**src/rtl/operand_frame_loader_if.sv**
```systemverilog
// Byte-stream input and committed-vector output bundle for the operand frame loader.
interface operand_frame_loader_if #(
  parameter int unsigned ERR_W = 8
);
  logic [7:0]       in_data;
  logic             in_valid;
  logic             in_ready;
  logic [15:0]      weights_q;
  logic [15:0]      inputs_q;
  logic [3:0]       out_tag;
  logic             out_valid;
  logic             out_ready;
  logic             frame_err;
  logic [ERR_W-1:0] err_count;

  modport master (
    output in_data, in_valid, out_ready,
    input  in_ready, weights_q, inputs_q, out_tag, out_valid, frame_err, err_count
  );

  modport slave (
    input  in_data, in_valid, out_ready,
    output in_ready, weights_q, inputs_q, out_tag, out_valid, frame_err, err_count
  );
endinterface

```
**src/rtl/operand_frame_loader.sv**
```systemverilog
// Assembles checksummed operand frames into 4x4-bit weight/input vectors and hands
// each committed vector downstream over a valid/ready handshake.
module operand_frame_loader #(
  parameter int unsigned TIMEOUT = 255,
  parameter int unsigned ERR_W   = 8
) (
  input logic                   clk,
  input logic                   rst_n,
  operand_frame_loader_if.slave bus
);
  typedef enum logic [1:0] {
    IDLE    = 2'd0,
    PAYLOAD = 2'd1,
    TRAILER = 2'd2,
    COMMIT  = 2'd3
  } state_t;

  localparam logic [7:0] TMO_LAST = 8'(TIMEOUT - 1);

  state_t           state;
  logic [1:0]       ftype;
  logic [3:0]       ftag;
  logic [7:0]       xor_acc;
  logic [1:0]       idx;
  logic [7:0]       tmo_cnt;
  logic [15:0]      shadow_w;
  logic [15:0]      shadow_i;
  logic [15:0]      weights_q;
  logic [15:0]      inputs_q;
  logic [3:0]       out_tag;
  logic             out_valid;
  logic             frame_err;
  logic [ERR_W-1:0] err_count;
  logic [7:0]       din;
  logic             accept;
  logic             to_inputs;
  logic             last_byte;
  logic             tmo_hit;

  function automatic logic [ERR_W-1:0] sat_inc(input logic [ERR_W-1:0] v);
    return (&v) ? v : v + ERR_W'(1);
  endfunction

  assign din       = bus.in_data;
  assign bus.in_ready = rst_n && (state != COMMIT);
  assign accept    = bus.in_valid && bus.in_ready;
  // Type bit 0 selects weights, bit 1 selects inputs; type 11 sends weights first.
  assign to_inputs = (ftype == 2'b10) || idx[1];
  assign last_byte = (ftype == 2'b11) ? (idx == 2'd3) : (idx == 2'd1);
  assign tmo_hit   = !accept && (tmo_cnt == TMO_LAST);

  // Shadow payload capture; only ever copied out on a good trailer.
  always_ff @(posedge clk) begin
    if (state == PAYLOAD && accept) begin
      if (to_inputs) begin
        if (idx[0]) shadow_i[15:8] <= din;
        else        shadow_i[7:0]  <= din;
      end else begin
        if (idx[0]) shadow_w[15:8] <= din;
        else        shadow_w[7:0]  <= din;
      end
    end
  end

  always_ff @(posedge clk) begin
    if (!rst_n) begin
      state     <= IDLE;
      ftype     <= 2'b00;
      ftag      <= 4'h0;
      xor_acc   <= 8'h00;
      idx       <= 2'd0;
      tmo_cnt   <= 8'd0;
      weights_q <= 16'h0000;
      inputs_q  <= 16'h0000;
      out_tag   <= 4'h0;
      out_valid <= 1'b0;
      frame_err <= 1'b0;
      err_count <= '0;
    end else begin
      frame_err <= 1'b0;
      case (state)
        IDLE: begin
          if (accept) begin
            if (din[7:6] == 2'b00) begin
              frame_err <= 1'b1;
              err_count <= sat_inc(err_count);
            end else begin
              ftype   <= din[7:6];
              ftag    <= din[3:0];
              xor_acc <= din;
              idx     <= 2'd0;
              tmo_cnt <= 8'd0;
              state   <= PAYLOAD;
            end
          end
        end
        PAYLOAD: begin
          if (accept) begin
            xor_acc <= xor_acc ^ din;
            tmo_cnt <= 8'd0;
            idx     <= idx + 2'd1;
            if (last_byte) state <= TRAILER;
          end else if (tmo_hit) begin
            frame_err <= 1'b1;
            err_count <= sat_inc(err_count);
            tmo_cnt   <= 8'd0;
            state     <= IDLE;
          end else begin
            tmo_cnt <= tmo_cnt + 8'd1;
          end
        end
        TRAILER: begin
          if (accept) begin
            tmo_cnt <= 8'd0;
            if ((xor_acc ^ din) == 8'h00) begin
              if (ftype[0]) weights_q <= shadow_w;
              if (ftype[1]) inputs_q  <= shadow_i;
              out_tag   <= ftag;
              out_valid <= 1'b1;
              state     <= COMMIT;
            end else begin
              frame_err <= 1'b1;
              err_count <= sat_inc(err_count);
              state     <= IDLE;
            end
          end else if (tmo_hit) begin
            frame_err <= 1'b1;
            err_count <= sat_inc(err_count);
            tmo_cnt   <= 8'd0;
            state     <= IDLE;
          end else begin
            tmo_cnt <= tmo_cnt + 8'd1;
          end
        end
        COMMIT: begin
          if (out_valid && bus.out_ready) begin
            out_valid <= 1'b0;
            state     <= IDLE;
          end
        end
        default: state <= IDLE;
      endcase
    end
  end

  assign bus.weights_q = weights_q;
  assign bus.inputs_q  = inputs_q;
  assign bus.out_tag   = out_tag;
  assign bus.out_valid = out_valid;
  assign bus.frame_err = frame_err;
  assign bus.err_count = err_count;
endmodule

```
**src/flat_wrapper.sv**
```systemverilog
// flat-port wrapper written by rule: the top's interface ports become plain ports
module operand_frame_loader_flat 
#(
  parameter int unsigned TIMEOUT = 255,
  parameter int unsigned ERR_W   = 8
)
  (clk, rst_n, bus_in_data, bus_in_valid, bus_out_ready, bus_in_ready, bus_weights_q, bus_inputs_q, bus_out_tag, bus_out_valid, bus_frame_err, bus_err_count);
  operand_frame_loader_if #(.ERR_W(ERR_W)) bus_i ();
  input logic clk;
  input logic rst_n;
  input wire logic [$bits(bus_i.in_data)-1:0] bus_in_data;
  input wire logic [$bits(bus_i.in_valid)-1:0] bus_in_valid;
  input wire logic [$bits(bus_i.out_ready)-1:0] bus_out_ready;
  output wire logic [$bits(bus_i.in_ready)-1:0] bus_in_ready;
  output wire logic [$bits(bus_i.weights_q)-1:0] bus_weights_q;
  output wire logic [$bits(bus_i.inputs_q)-1:0] bus_inputs_q;
  output wire logic [$bits(bus_i.out_tag)-1:0] bus_out_tag;
  output wire logic [$bits(bus_i.out_valid)-1:0] bus_out_valid;
  output wire logic [$bits(bus_i.frame_err)-1:0] bus_frame_err;
  output wire logic [$bits(bus_i.err_count)-1:0] bus_err_count;
  assign bus_i.in_data = bus_in_data;
  assign bus_i.in_valid = bus_in_valid;
  assign bus_i.out_ready = bus_out_ready;
  assign bus_in_ready = bus_i.in_ready;
  assign bus_weights_q = bus_i.weights_q;
  assign bus_inputs_q = bus_i.inputs_q;
  assign bus_out_tag = bus_i.out_tag;
  assign bus_out_valid = bus_i.out_valid;
  assign bus_frame_err = bus_i.frame_err;
  assign bus_err_count = bus_i.err_count;
  operand_frame_loader #(.TIMEOUT(TIMEOUT), .ERR_W(ERR_W)) u_core (.clk(clk), .rst_n(rst_n), .bus(bus_i));
endmodule
```
**config.mk**
```make
export PLATFORM = sky130hd
export DESIGN_NAME = operand_frame_loader_flat
export DESIGN_NICKNAME = d
export VERILOG_FILES = /design/src/rtl/operand_frame_loader_if.sv /design/src/rtl/operand_frame_loader.sv /design/src/flat_wrapper.sv
export SDC_FILE = /design/constraint.sdc
export NUM_CORES = 1
export LEC_CHECK = 0
export ABC_AREA = 1
export BUFFER_PORTS_ARGS = -buffer_cell sky130_fd_sc_hd__buf_2
export CAP_MARGIN = 20
export CELL_PAD_IN_SITES_DETAIL_PLACEMENT = 0
export CELL_PAD_IN_SITES_GLOBAL_PLACEMENT = 2
export CORE_MARGIN = 4
export CORE_UTILIZATION = 37
export DETAILED_ROUTE_END_ITERATION = 10
export PLACE_DENSITY_LB_ADDON = 0.1
export SETUP_SLACK_MARGIN = 0.4
export SLEW_MARGIN = 20
export SYNTH_ARGS = -nofsm -noshare
export SYNTH_HDL_FRONTEND = slang
export SYNTH_SLANG_ARGS = --single-unit
```
**constraint.sdc**
```tcl
create_clock -name clk -period 7.2 [get_ports clk]
set_clock_uncertainty 0.1 [all_clocks]
set_input_delay 0.72 -clock clk [delete_from_list [all_inputs] [get_ports clk]]
set_output_delay 0.72 -clock clk [all_outputs]
set_load 0.03 [all_outputs]
```
# Word-level counts from Yosys, hierarchy flattened
# Index checks and enable logic that the tools add are counted.
# W data, S select, Z words.
[word_totals]
register_bits = 104
inputBits = 12
output_inout_bits = 47
[op_classes]
n_addsub = 3
eq_ne = 19
mux = 42
bitwise_logic = 4
n_reduce_logical = 29
[ops]
columns = ["cell", "n"]
rows = [
  ["$mux W8", 14],
  ["$pmux W8 S2", 2],
  ["$pmux W8 S3", 1],
  ["$mux W2", 11],
  ["$reduce_and A3 Y1", 7],
  ["$reduce_and A4 Y1", 5],
  ["$add A8 B1 Y8 const B", 2],
  ["$ne A2 B1 Y1 const B", 6],
  ["$eq A2 B2 Y1 const B", 5],
  ["$mux W1", 10],
  ["$eq A8 B8 Y1 const B", 1],
  ["$logic_not A8 Y1", 1],
  ["$pmux W2 S4", 1],
  ["$reduce_and A8 Y1", 1],
  ["$xor A8 B8 Y8", 1],
  ["$ne A2 B2 Y1 const B", 3],
  ["$ne A3 B3 Y1 const B", 2],
  ["$reduce_bool A2 Y1", 3],
  ["$logic_and A1 B1 Y1", 5],
  ["$reduce_and A5 Y1", 1],
  ["$eq A2 B1 Y1 const B", 2],
  ["$logic_not A2 Y1", 2],
  ["$pmux W2 S2", 1],
  ["$not A1 Y1", 3],
  ["other kinds (7)", 7],
]

# Depth between registers and ports, before layout
# Gate-level depths: netlist of the first run.
[depth]
depth_word = 8
depth_mapped = 12

# Worst setup path after synthesis of the first run
# OpenSTA, ideal clock, no wires.
[synth_timing]
path_kind = "input-to-reg"
startpoint = "input rst_n"
endpoint = "register u_core.shadow_w[0] (enable)"
setup_time_ns = 0.383
arrival_ns = 1.948
required_ns = 6.717
setup_slack_ns = 4.768
stages = 6
n_path_buf = 2
cell_sequence = "buf_4 > nand3_4 > buf_6 > nor2_2 > inv_1 > nor3_1"
[synth_via]
elab_chain_cells = 4
[synth_rtl]
columns = ["item", "line", "source"]
rows = [
  ["from (decl)", "flat_wrapper.sv:10", "input logic rst_n;"],
  ["$logic_and A1 B1 Y1", "operand_frame_loader.sv:45", "assign bus.in_ready = rst_n && (state != COMMIT);"],
  ["$logic_and A1 B1 Y1", "operand_frame_loader.sv:46", "assign accept = bus.in_valid && bus.in_ready;"],
  ["$logic_and A1 B1 Y1", "operand_frame_loader.sv:54", "if (state == PAYLOAD && accept) begin"],
  ["$reduce_and A3 Y1 (no source line)", "-", ""],
  ["to (signal assigned)", "operand_frame_loader.sv:60", "else shadow_w[7:0] <= din;"],
  ["to (decl)", "operand_frame_loader.sv:26", "logic [15:0] shadow_w;"],
]
# No other way between the ends.
# A chain may end at the register's enable or synchronous reset.

# Worst setup path after layout of the first run
[layout_timing]
startpoint = "input rst_n"
endpoint = "output bus_in_ready"
[layout_via]
elab_chain_cells = 1
[layout_rtl]
columns = ["item", "line", "source"]
rows = [
  ["$logic_and A1 B1 Y1", "operand_frame_loader.sv:45", ""],
  ["to (decl)", "flat_wrapper.sv:14", "output wire logic [$bits(bus_i.in_ready)-1:0] bus_in_ready;"],
]
# No other way between the ends.

==> impl_metrics.env, run 1 <==
export IMPL_synth_top_cell_area_share_pct=32.2
export IMPL_cp_top_family="buffers and inverters"
export IMPL_netlist_instances=520
export IMPL_synth_area_top_cells="dfxtp_1 (32%), edfxtp_1 (21%), nand2_1 (6.6%)"
export IMPL_crit_chain="buf_2 > inv_1 > nor2_1 > buf_2"
export IMPL_yosysMostFrequentCell="nand2_1"
export IMPL_clockBufferDepth=2
export IMPL_crit_arrival_ns=2.38
export IMPL_core_area_um2=11600
export IMPL_num_rows=39
export IMPL_min_path_type="flop to flop"
export IMPL_n_antenna_cell=0
export IMPL_synth_top_area_cell="dfxtp_1"
export IMPL_crit_buf_inv=3
export IMPL_io_pins=59
export IMPL_path_clk_slew_ns=0.07
export IMPL_die_h_um=118
export IMPL_ys_types=38
export IMPL_cts_root_buffer="clkbuf_16"
export IMPL_leakage_nw=2.13
export IMPL_start_kind="primary input"
export IMPL_design_area_um2=5120
export IMPL_fin_crit_sh_pct=44.4
export IMPL_slew_violations=0
export IMPL_slowest_stage="buf_2"
export IMPL_syn_nets=540
export IMPL_netlist_top_cells_count="nand2_1 (79), nor2_1 (76), dfxtp_1 (72)"
export IMPL_syn_to_final_growth_pct=14.5
export IMPL_cts_sinks=104
export IMPL_post_cts_repair_setup_buffers=0
export IMPL_cp_required_ns=6.38
export IMPL_syn_avg_cell_area_um2=8.60
export IMPL_dpl_hpwl_mm=7.21
export IMPL_drive_gt1_share_pct=17.9
export IMPL_routed_wl_mm=10.5
export IMPL_hold_viol=0
export IMPL_whs_ns=0.353
export IMPL_io_buffers=58
export IMPL_yosysSeqAreaShare_pct=53.7
export IMPL_ant_nets=0
export IMPL_ir_drop_v=0.000106
export IMPL_synth_area_um2=4470
export IMPL_wl_met2_mm=4.66
export IMPL_placed_area_um2=4840
export IMPL_fin_total_pwr_w=0.00120
export IMPL_m1WireLength_mm=5.25
export IMPL_slowest_delay_ns=0.69
export IMPL_gp_congestion=0.861
export IMPL_grt_max_degree=57
export IMPL_tightest_slew_ns=0.930
export IMPL_slew_headroom_pct=38.0
export IMPL_die_area_um2=13900
export IMPL_avgViaCountPerCell=4.94
export IMPL_maxCapViolCount=0
export IMPL_yosys_warnings=0
export IMPL_cts_htree_levels=3
export IMPL_met3_length_um=354
export IMPL_worstSkewPairLatency_ns=0.35
export IMPL_drc=0
export IMPL_power_density_nw_per_um2=235
export IMPL_path_max_fanout=56
export IMPL_min_period_ns=3.20
export IMPL_grt_setup_unrepaired="no"
export IMPL_synth_flop_cell="dfxtp_1"
export IMPL_drtPass1Iterations=4
export IMPL_nNetsFinal=591
export IMPL_fmax_mhz=313
export IMPL_ctsHoldBuffers=0
export IMPL_cts_made_buffers=9
export IMPL_status="complete, no violations"
export IMPL_final_util_pct=44.1
export IMPL_setup_viol=0
export IMPL_vias=3555
export IMPL_ys_ff_latch=104
export IMPL_async_flop_share_pct=0
export IMPL_wl_per_cell_um=14.5
export IMPL_grt_pass1_vias=3435
export IMPL_antenna_found_initial=0
export IMPL_drt_iter0_markers=175
export IMPL_start_util_pct=38.5
export IMPL_highest_layer="met4"
export IMPL_end_kind="output pin"
export IMPL_grt_pass1_wl_mm=17.7
export IMPL_ctsResizeCount=0
export IMPL_tritoncts="done"
export IMPL_tns_ns=0
export IMPL_synth_edff_count=32
export IMPL_grt_remaining_overflow=0
export IMPL_crit_top_cell="buf_2"
export IMPL_die_x_um=118
export IMPL_path_class="primary input to output pin"
export IMPL_groute_usage_overall_pct=15.8
[metal layers]
layer / track usage, % / vias to the layer above
met5: 0 / -
met4: 6.45 / 0
met3: 3.41 / 10
met2: 23.8 / 54
met1: 22.2 / 1638
li1: - / 1853
[final timing paths]
check / start / end / slack (ns) / cells past startpoint
setup reg to reg: u_core.ftype[1] / u_core.shadow_i[0] / 4.63 / 4
setup / recovery: rst_n / bus_in_ready / 4.00 / 4
hold reg to reg: u_core.bus.out_tag[1] / u_core.bus.out_tag[1] / 0.35 / 2
hold / removal: u_core.bus.out_tag[1] / u_core.bus.out_tag[1] / 0.35 / 2
[layout by cell type (no fill, tap or decap), types with 9 or more instances in the layout]
cell,instances
nand2_1,79
nor2_1,76
dfxtp_1,72
buf_2,58
o21ai_0,44
inv_1,40
nor3_1,35
edfxtp_1,32
a21oi_1,28
nand3_1,13
a211oi_1,13
o21ai_1,12
clkbuf_16,9
[final cells by class]
cell class              count  area [µm²]
repair buffers             59         298
well taps                 143         179
fillers                  1194        6490
clock inverters             6        40.0
clock buffers              10         229
inverters                  50         188
multi-input cells         347        1790
flip-flops and latches    104        2400
[flip-flops by register name, indices dropped and copies added, names as in the netlist]
register / count
u_core.bus.err_count: 8
u_core.bus.frame_err: 1
u_core.bus.inputs_q: 16
u_core.bus.out_tag: 4
u_core.bus.out_valid: 1
u_core.bus.weights_q: 16
u_core.ftag: 4
u_core.ftype: 2
u_core.idx: 2
u_core.shadow_i: 16
u_core.shadow_w: 16
u_core.state: 2
u_core.tmo_cnt: 8
u_core.xor_acc: 8
[worst min-delay path, stage by stage, from the launching register on]
cell and delay (ns):
dfxtp_1 0.31, inv_1 0.05, a21oi_1 0.05
[report_power, final]
group          total, W  switching (W)  internal [W]  leakage, nW
Clock          0.000457       0.000221      0.000236        0.135
Sequential     0.000624     0.00000810      0.000616        0.871
Combinational  0.000123      0.0000891     0.0000341         1.13
Total           0.00120       0.000318      0.000886         2.13
[stage by stage]
| stage | setup slack (ns) | instances |
|---|---|---|
| floorplan | 4.77 | 520 |
| global placement | 3.72 | 703 |
| detailed placement | 3.58 | 703 |
| CTS | 3.93 | 719 |
| global route | 3.74 | 719 |
| finish | 4.00 | 719 |
[logic make-up after synthesis]
family                     count (synthesis)  share of synthesized area (%)
xor gates and xnor gates                   5                          0.979
buffers and inverters                     69                           6.57
AOI/OAI and AO/OA                        104                           12.7
adders and majority gates                  8                           2.24
and+or+nand+nor                          230                           23.8
DFF                                      104                           53.7
No activity file was read; power rests on OpenSTA's default activity.
==> inputs of run 2 (changes only) <==
- CORE_UTILIZATION: 37 -> 31
- clock period: 7.2 -> 2.9 ns (I/O delays scaled with it)
==> run 2 against run 1 <==
Highest routed layer unchanged. Largest power group unchanged. Sequential share of layout area shrank 1.3 points. Register-to-register slack worse by 4.0 ns. Core utilization fell by 6.4 points. Setup slack worse by 3.3 ns. Hold slack worse by 0.21 ns. Global-route usage decreased by 0.95 points. Wire length rose by 13%.
==> impl_metrics.env, run 2 (same netlist as run 1, synthesis figures left out) <==
export IMPL_status="complete, no violations"
export IMPL_hold_start="bus_in_data[2]"
export IMPL_clockBufferDepth=2
export IMPL_slowest_stage="dfxtp_1"
export IMPL_ant_nets=0
export IMPL_fin_crit_sh_pct=77.5
export IMPL_start_util_pct=32.0
export IMPL_power_density_nw_per_um2=575
export IMPL_die_h_um=128
export IMPL_worstSkewPairLatency_ns=0.34
export IMPL_grt_max_degree=32
export IMPL_min_period_ns=2.25
export IMPL_avgViaCountPerCell=4.78
export IMPL_ctsHoldBuffers=0
export IMPL_grt_remaining_overflow=0
export IMPL_highest_layer="met4"
export IMPL_path_max_fanout=22
export IMPL_path_class="flop to flop"
export IMPL_design_area_um2=5270
export IMPL_drtPass1Iterations=5
export IMPL_tightest_slew_ns=0.630
export IMPL_antenna_found_initial=0
export IMPL_num_rows=43
export IMPL_grt_pass1_vias=3558
export IMPL_p_int_w=0.00223
export IMPL_vias=3681
export IMPL_m1WireLength_mm=5.96
export IMPL_placed_area_um2=4970
export IMPL_cts_made_buffers=9
export IMPL_groute_usage_overall_pct=14.9
export IMPL_cts_root_buffer="clkbuf_16"
export IMPL_pwr_share_comb_pct=11.1
export IMPL_fmax_mhz=445
export IMPL_final_common_cell="nand2_1"
export IMPL_wl_per_cell_um=15.3
export IMPL_start_kind="flop"
export IMPL_setup_viol=0
export IMPL_cp_top_family="buffers and inverters"
export IMPL_gp_congestion=0.803
export IMPL_seqPwrFrac_pct=51.2
export IMPL_slew_violations=0
export IMPL_syn_to_final_growth_pct=17.8
export IMPL_grt_setup_unrepaired="no"
export IMPL_drc=0
export IMPL_maxCapViolCount=0
export IMPL_min_path_type="primary input to flop"
export IMPL_met3_length_um=542
export IMPL_crit_chain="ha_1 > inv_2 > nand4_1 > inv_2 > nand3_2 > buf_4 > buf_4 > o21ai_0 > a21oi_1"
export IMPL_ctsResizeCount=0
export IMPL_slew_headroom_pct=57.9
export IMPL_die_x_um=128
export IMPL_tritoncts="done"
export IMPL_layout_common_cells="nand2_1 (79), nor2_1 (76), dfxtp_1 (72), buf_2 (58), o21ai_0 (44)"
export IMPL_r2r_slack_ns=0.65
export IMPL_pwr_share_clk_pct=37.7
export IMPL_io_pins=59
export IMPL_crit_buf_inv=4
export IMPL_fill_cells=1479
export IMPL_ir_drop_v=0.000393
export IMPL_n_antenna_cell=0
export IMPL_crit_arrival_ns=2.42
export IMPL_crit_start="u_core.state[1]"
export IMPL_routed_wl_mm=11.8
export IMPL_end_kind="flop"
export IMPL_core_area_um2=14000
export IMPL_switching_share_pct=26.5
export IMPL_wl_met2_mm=5.15
export IMPL_cts_sinks=104
export IMPL_path_clk_slew_ns=0.07
export IMPL_cp_required_ns=3.08
export IMPL_nNetsFinal=605
export IMPL_switching_power_w=0.000803
export IMPL_timing_rr_start="u_core.state[1]"
export IMPL_cts_htree_levels=3
export IMPL_grt_pass1_wl_mm=19.2
export IMPL_leakage_nw=2.19
export IMPL_drt_iter0_markers=203
export IMPL_io_buffers=58
export IMPL_hold_viol=0
export IMPL_drive_gt1_share_pct=19.5
export IMPL_dpl_hpwl_mm=8.20
export IMPL_die_area_um2=16400
export IMPL_tns_ns=0
export IMPL_slowest_delay_ns=0.39
run 2: changes by cell type in the layout (fill, tap and decap cells not counted):
cell        previous run  this run
buf_4                  1        15
inv_6                  3         1
nor3_1                35        37
nor3_2                 3         1
clkbuf_1               1         2
clkinv_1               3         2
clkinv_2               2         1
clkinv_4               0         1
clkinvlp_4             0         1
inv_8                  0         1
run 2: power by group through the flow:
stage                     combinational [W]  sequential [W]  clock, W
final                              0.000336         0.00155   0.00114
after detailed placement           0.000325         0.00158         0
after global routing               0.000382         0.00155   0.00125
after global placement             0.000328         0.00158         0
after floorplan                    0.000220         0.00158         0
after CTS                          0.000327         0.00155   0.00120
run 2: final cells by class:
| type | count | area (µm²) | area share (%) |
|---|---|---|---|
| Multi-Input combinational cell | 347 | 1780 | 33.7 |
| Timing Repair Buffer | 73 | 403 | 7.64 |
| Inverter | 50 | 188 | 3.56 |
| Tap cell | 180 | 225 | 4.27 |
| Clock buffer | 11 | 233 | 4.42 |
| Clock inverter | 5 | 41.3 | 0.783 |
| Sequential cell | 104 | 2400 | 45.6 |
run 2: through the flow:
stage          total power (W)  util [%]  hold slack, ns  setup WS [ns]  std cells
6_report               0.00303      37.7           0.143          0.653        770
5_1_grt                0.00319      37.7           0.128          0.427        770
4_1_cts                0.00307      37.5           0.129          0.619        766
3_5_place_dp           0.00191      35.5           0.341          0.603        750
3_3_place_gp           0.00191      35.5           0.336          0.587        750
2_1_floorplan          0.00180         -           0.289          0.638        520
run 2: repair_timing:
action	CTS	global route
endpoints found under the setup margin	0	1
hold endpoints to repair	0	0
setup buffers	0	4
run 2: per-layer routing:
metal | track usage, % | vias to the layer above
met5 | 0 | -
met4 | 3.56 | 0
met3 | 4.46 | 11
met2 | 22.7 | 80
met1 | 20.8 | 1720
li1 | - | 1870
run 2: worst register-to-register path, delay by kind of cell (launching register included):
family,cells,cell delay [ns]
compound gates,2,0.26
fa+ha+maj,1,0.35
buf+inv,4,0.79
flops,1,0.39
simple gates,2,0.30
run 2: path summary, 6_finish.rpt:
| path | end | cells after the start |
|---|---|---|
| hold reg to reg | u_core.bus.out_tag[0] | 2 |
| hold / removal | u_core.shadow_w[10] | 1 |
| setup reg to reg | u_core.bus.out_tag[0] | 9 |
| setup / recovery | u_core.bus.out_tag[0] | 9 |
==> inputs of run 3 (changes only) <==
- ABC_AREA: 1 -> 0
- CORE_UTILIZATION: 31 -> 34
- clock period: 2.9 -> 2 ns (I/O delays scaled with it)
==> run 3 against run 2 <==
Clock power up 58%. Critical path depth down 2. Synthesized area up 4.6%. Global-route usage up 0.35 points. Final area up 23%. Setup slack worse by 0.61 ns. Synthesized cell count down 18%. Critical path type unchanged. Critical endpoint is now u_core.bus.err_count[4]. Largest power group unchanged.
==> impl_metrics.env, run 3 <==
export IMPL_ys_ff_latch=104
export IMPL_yosys_warnings=0
export IMPL_clockBufferDepth=2
export IMPL_fin_crit_sh_pct=97.8
export IMPL_power_density_nw_per_um2=902
export IMPL_start_kind="flop"
export IMPL_io_buffers=58
export IMPL_cp_required_ns=2.14
export IMPL_cts_sinks=104
export IMPL_path_max_fanout=5
export IMPL_ir_drop_v=0.000432
export IMPL_worstSkewPairLatency_ns=0.35
export IMPL_grt_pass1_wl_mm=19.2
export IMPL_yosysSeqAreaShare_pct=51.3
export IMPL_drive_gt1_share_pct=39.5
export IMPL_synth_flop_cell="dfxtp_1"
export IMPL_crit_buf_inv=1
export IMPL_drc=0
export IMPL_min_path_type="primary input to flop"
export IMPL_grt_pass1_vias=3603
export IMPL_slew_headroom_pct=68.8
export IMPL_path_class="flop to flop"
export IMPL_vias=3565
export IMPL_die_area_um2=15700
export IMPL_drtPass1Iterations=4
export IMPL_gp_congestion=0.848
export IMPL_start_util_pct=35.1
export IMPL_die_x_um=125
export IMPL_routed_wl_mm=11.8
export IMPL_tightest_slew_ns=0.467
export IMPL_syn_nets=447
export IMPL_drt_iter0_markers=184
export IMPL_nNetsFinal=572
export IMPL_slowest_stage="dfxtp_4"
export IMPL_netlist_instances=427
export IMPL_n_antenna_cell=0
export IMPL_synth_top_cell_area_share_pct=30.8
export IMPL_wl_per_cell_um=16.1
export IMPL_avgViaCountPerCell=4.86
export IMPL_num_rows=42
export IMPL_syn_avg_cell_area_um2=11.0
export IMPL_async_flop_share_pct=0
export IMPL_min_period_ns=1.96
export IMPL_status="complete, no violations"
export IMPL_crit_chain="ha_4 > and3b_2 > buf_6 > a211oi_4 > nor2_4 > and4_1 > o221a_1"
export IMPL_fill_cells=1246
export IMPL_final_cells=733
export IMPL_design_area_um2=6490
export IMPL_die_h_um=125
export IMPL_path_clk_slew_ns=0.07
export IMPL_cts_made_buffers=9
export IMPL_grt_remaining_overflow=0
export IMPL_grt_setup_unrepaired="yes"
export IMPL_synth_edff_count=32
export IMPL_fmax_mhz=511
export IMPL_yosysMostFrequentCell="dfxtp_1"
export IMPL_layout_common_cells="dfxtp_1 (69), buf_2 (58), buf_4 (53), mux2i_1 (48), nor2b_1 (41)"
export IMPL_setup_viol=0
export IMPL_placed_area_um2=5560
export IMPL_slew_violations=0
export IMPL_cts_htree_levels=3
export IMPL_syn_to_final_growth_pct=38.7
export IMPL_synth_area_um2=4680
export IMPL_final_common_cell="dfxtp_1"
export IMPL_io_pins=59
export IMPL_leakage_nw=2.83
export IMPL_grt_max_degree=31
export IMPL_hold_viol=0
export IMPL_dpl_hpwl_mm=8.27
export IMPL_cp_top_family="compound AO/OA/AOI/OAI gates"
export IMPL_groute_usage_overall_pct=15.2
export IMPL_cts_root_buffer="clkbuf_16"
export IMPL_tritoncts="done"
export IMPL_crit_arrival_ns=2.10
export IMPL_place_inst=689
export IMPL_maxCapViolCount=0
export IMPL_netlist_top_cells_count="dfxtp_1 (72), mux2i_1 (49), nor2b_1 (42)"
export IMPL_slowest_delay_ns=0.39
export IMPL_place_ws_ns=-0.0320
export IMPL_end_kind="flop"
export IMPL_synth_area_top_cells="dfxtp_1 (31%), edfxtp_1 (21%), mux2i_1 (10%)"
export IMPL_antenna_found_initial=0
export IMPL_layout_setup_ws_ns=0.0448
export IMPL_ys_types=56
export IMPL_ant_nets=0
export IMPL_synth_top_area_cell="dfxtp_1"
export IMPL_core_area_um2=13300
export IMPL_r2r_slack_ns=0.04
export IMPL_final_util_pct=48.6
export IMPL_ctsHoldBuffers=0
[run 3: cell count changes after synthesis, sizes merged, moves of 21 or more]
cell	change
a21oi	-21
nor2	-58
nor3	-35
inv	-40
nor2b	+42
nand2	-59
o21ai	-34
mux2i	+49
[run 3: what timing repair did]
action                                  in CTS  in global routing
endpoints found under the setup margin     105                105
pin swaps                                   36                 24
setup buffers                               12                 14
gates resized for setup                     59                 43
cloned                                       2                  0
[run 3: area by class of cell]
class	instances	area, µm²	share of cell area [%]
clock inverter	6	80.1	1.23
tap	176	220	3.39
multi-input combinational	290	2490	38.4
clock buffer	10	229	3.53
inverter	9	38.8	0.597
timing repair buffer	138	1020	15.7
sequential	104	2410	37.1
[run 3: report_power, final]
| group | switching, W | internal, W | leakage, nW |
|---|---|---|---|
| Combinational | 0.000890 | 0.000826 | 1.81 |
| Clock | 0.000812 | 0.000991 | 0.146 |
| Sequential | 0.0000821 | 0.00226 | 0.872 |
[run 3: through the flow]
stage	hold WS (ns)	power, W	setup TNS [ns]
floorplan	0.199	0.00315	0
global placement	0.374	0.00363	-0.0191
detailed placement	0.378	0.00363	-0.107
CTS	0.0706	0.00572	0
global route	0.0930	0.00617	-0.176
finish	0.0956	0.00586	0
[run 3: metal layers]
metal	global-route usage, %	vias up	routed length (µm)
met3	3.84	15	351
met2	25.9	53	5900
met1	19.3	1714	5390
met5	0	-	0
li1	-	1783	-
met4	4.40	0	161
[run 3: logic make-up after synthesis]
group | Yosys count | share of synthesized area (%)
mux | 49 | 10.5
xor+xnor | 14 | 2.62
compound gates | 79 | 11.9
buf+inv | 34 | 3.58
simple gates | 139 | 17.9
fa+ha+maj | 8 | 2.14
flops | 104 | 51.3
[run 3: worst reg2reg max path, stage by stage, from the launching register on]
cell	delay [ns]
dfxtp_4	0.39
ha_4	0.16
and3b_2	0.25
buf_6	0.13
a211oi_4	0.32
nor2_4	0.09
and4_1	0.19
o221a_1	0.23
[run 3: final timing paths]
check                           start                  endpoint  cells after the start
setup / recovery      u_core.state[1]   u_core.bus.err_count[4]                      7
hold reg to reg   u_core.shadow_w[14]  u_core.bus.weights_q[14]                      2
setup reg to reg      u_core.state[1]   u_core.bus.err_count[4]                      7
hold / removal          bus_out_ready      u_core.bus.out_valid                      4
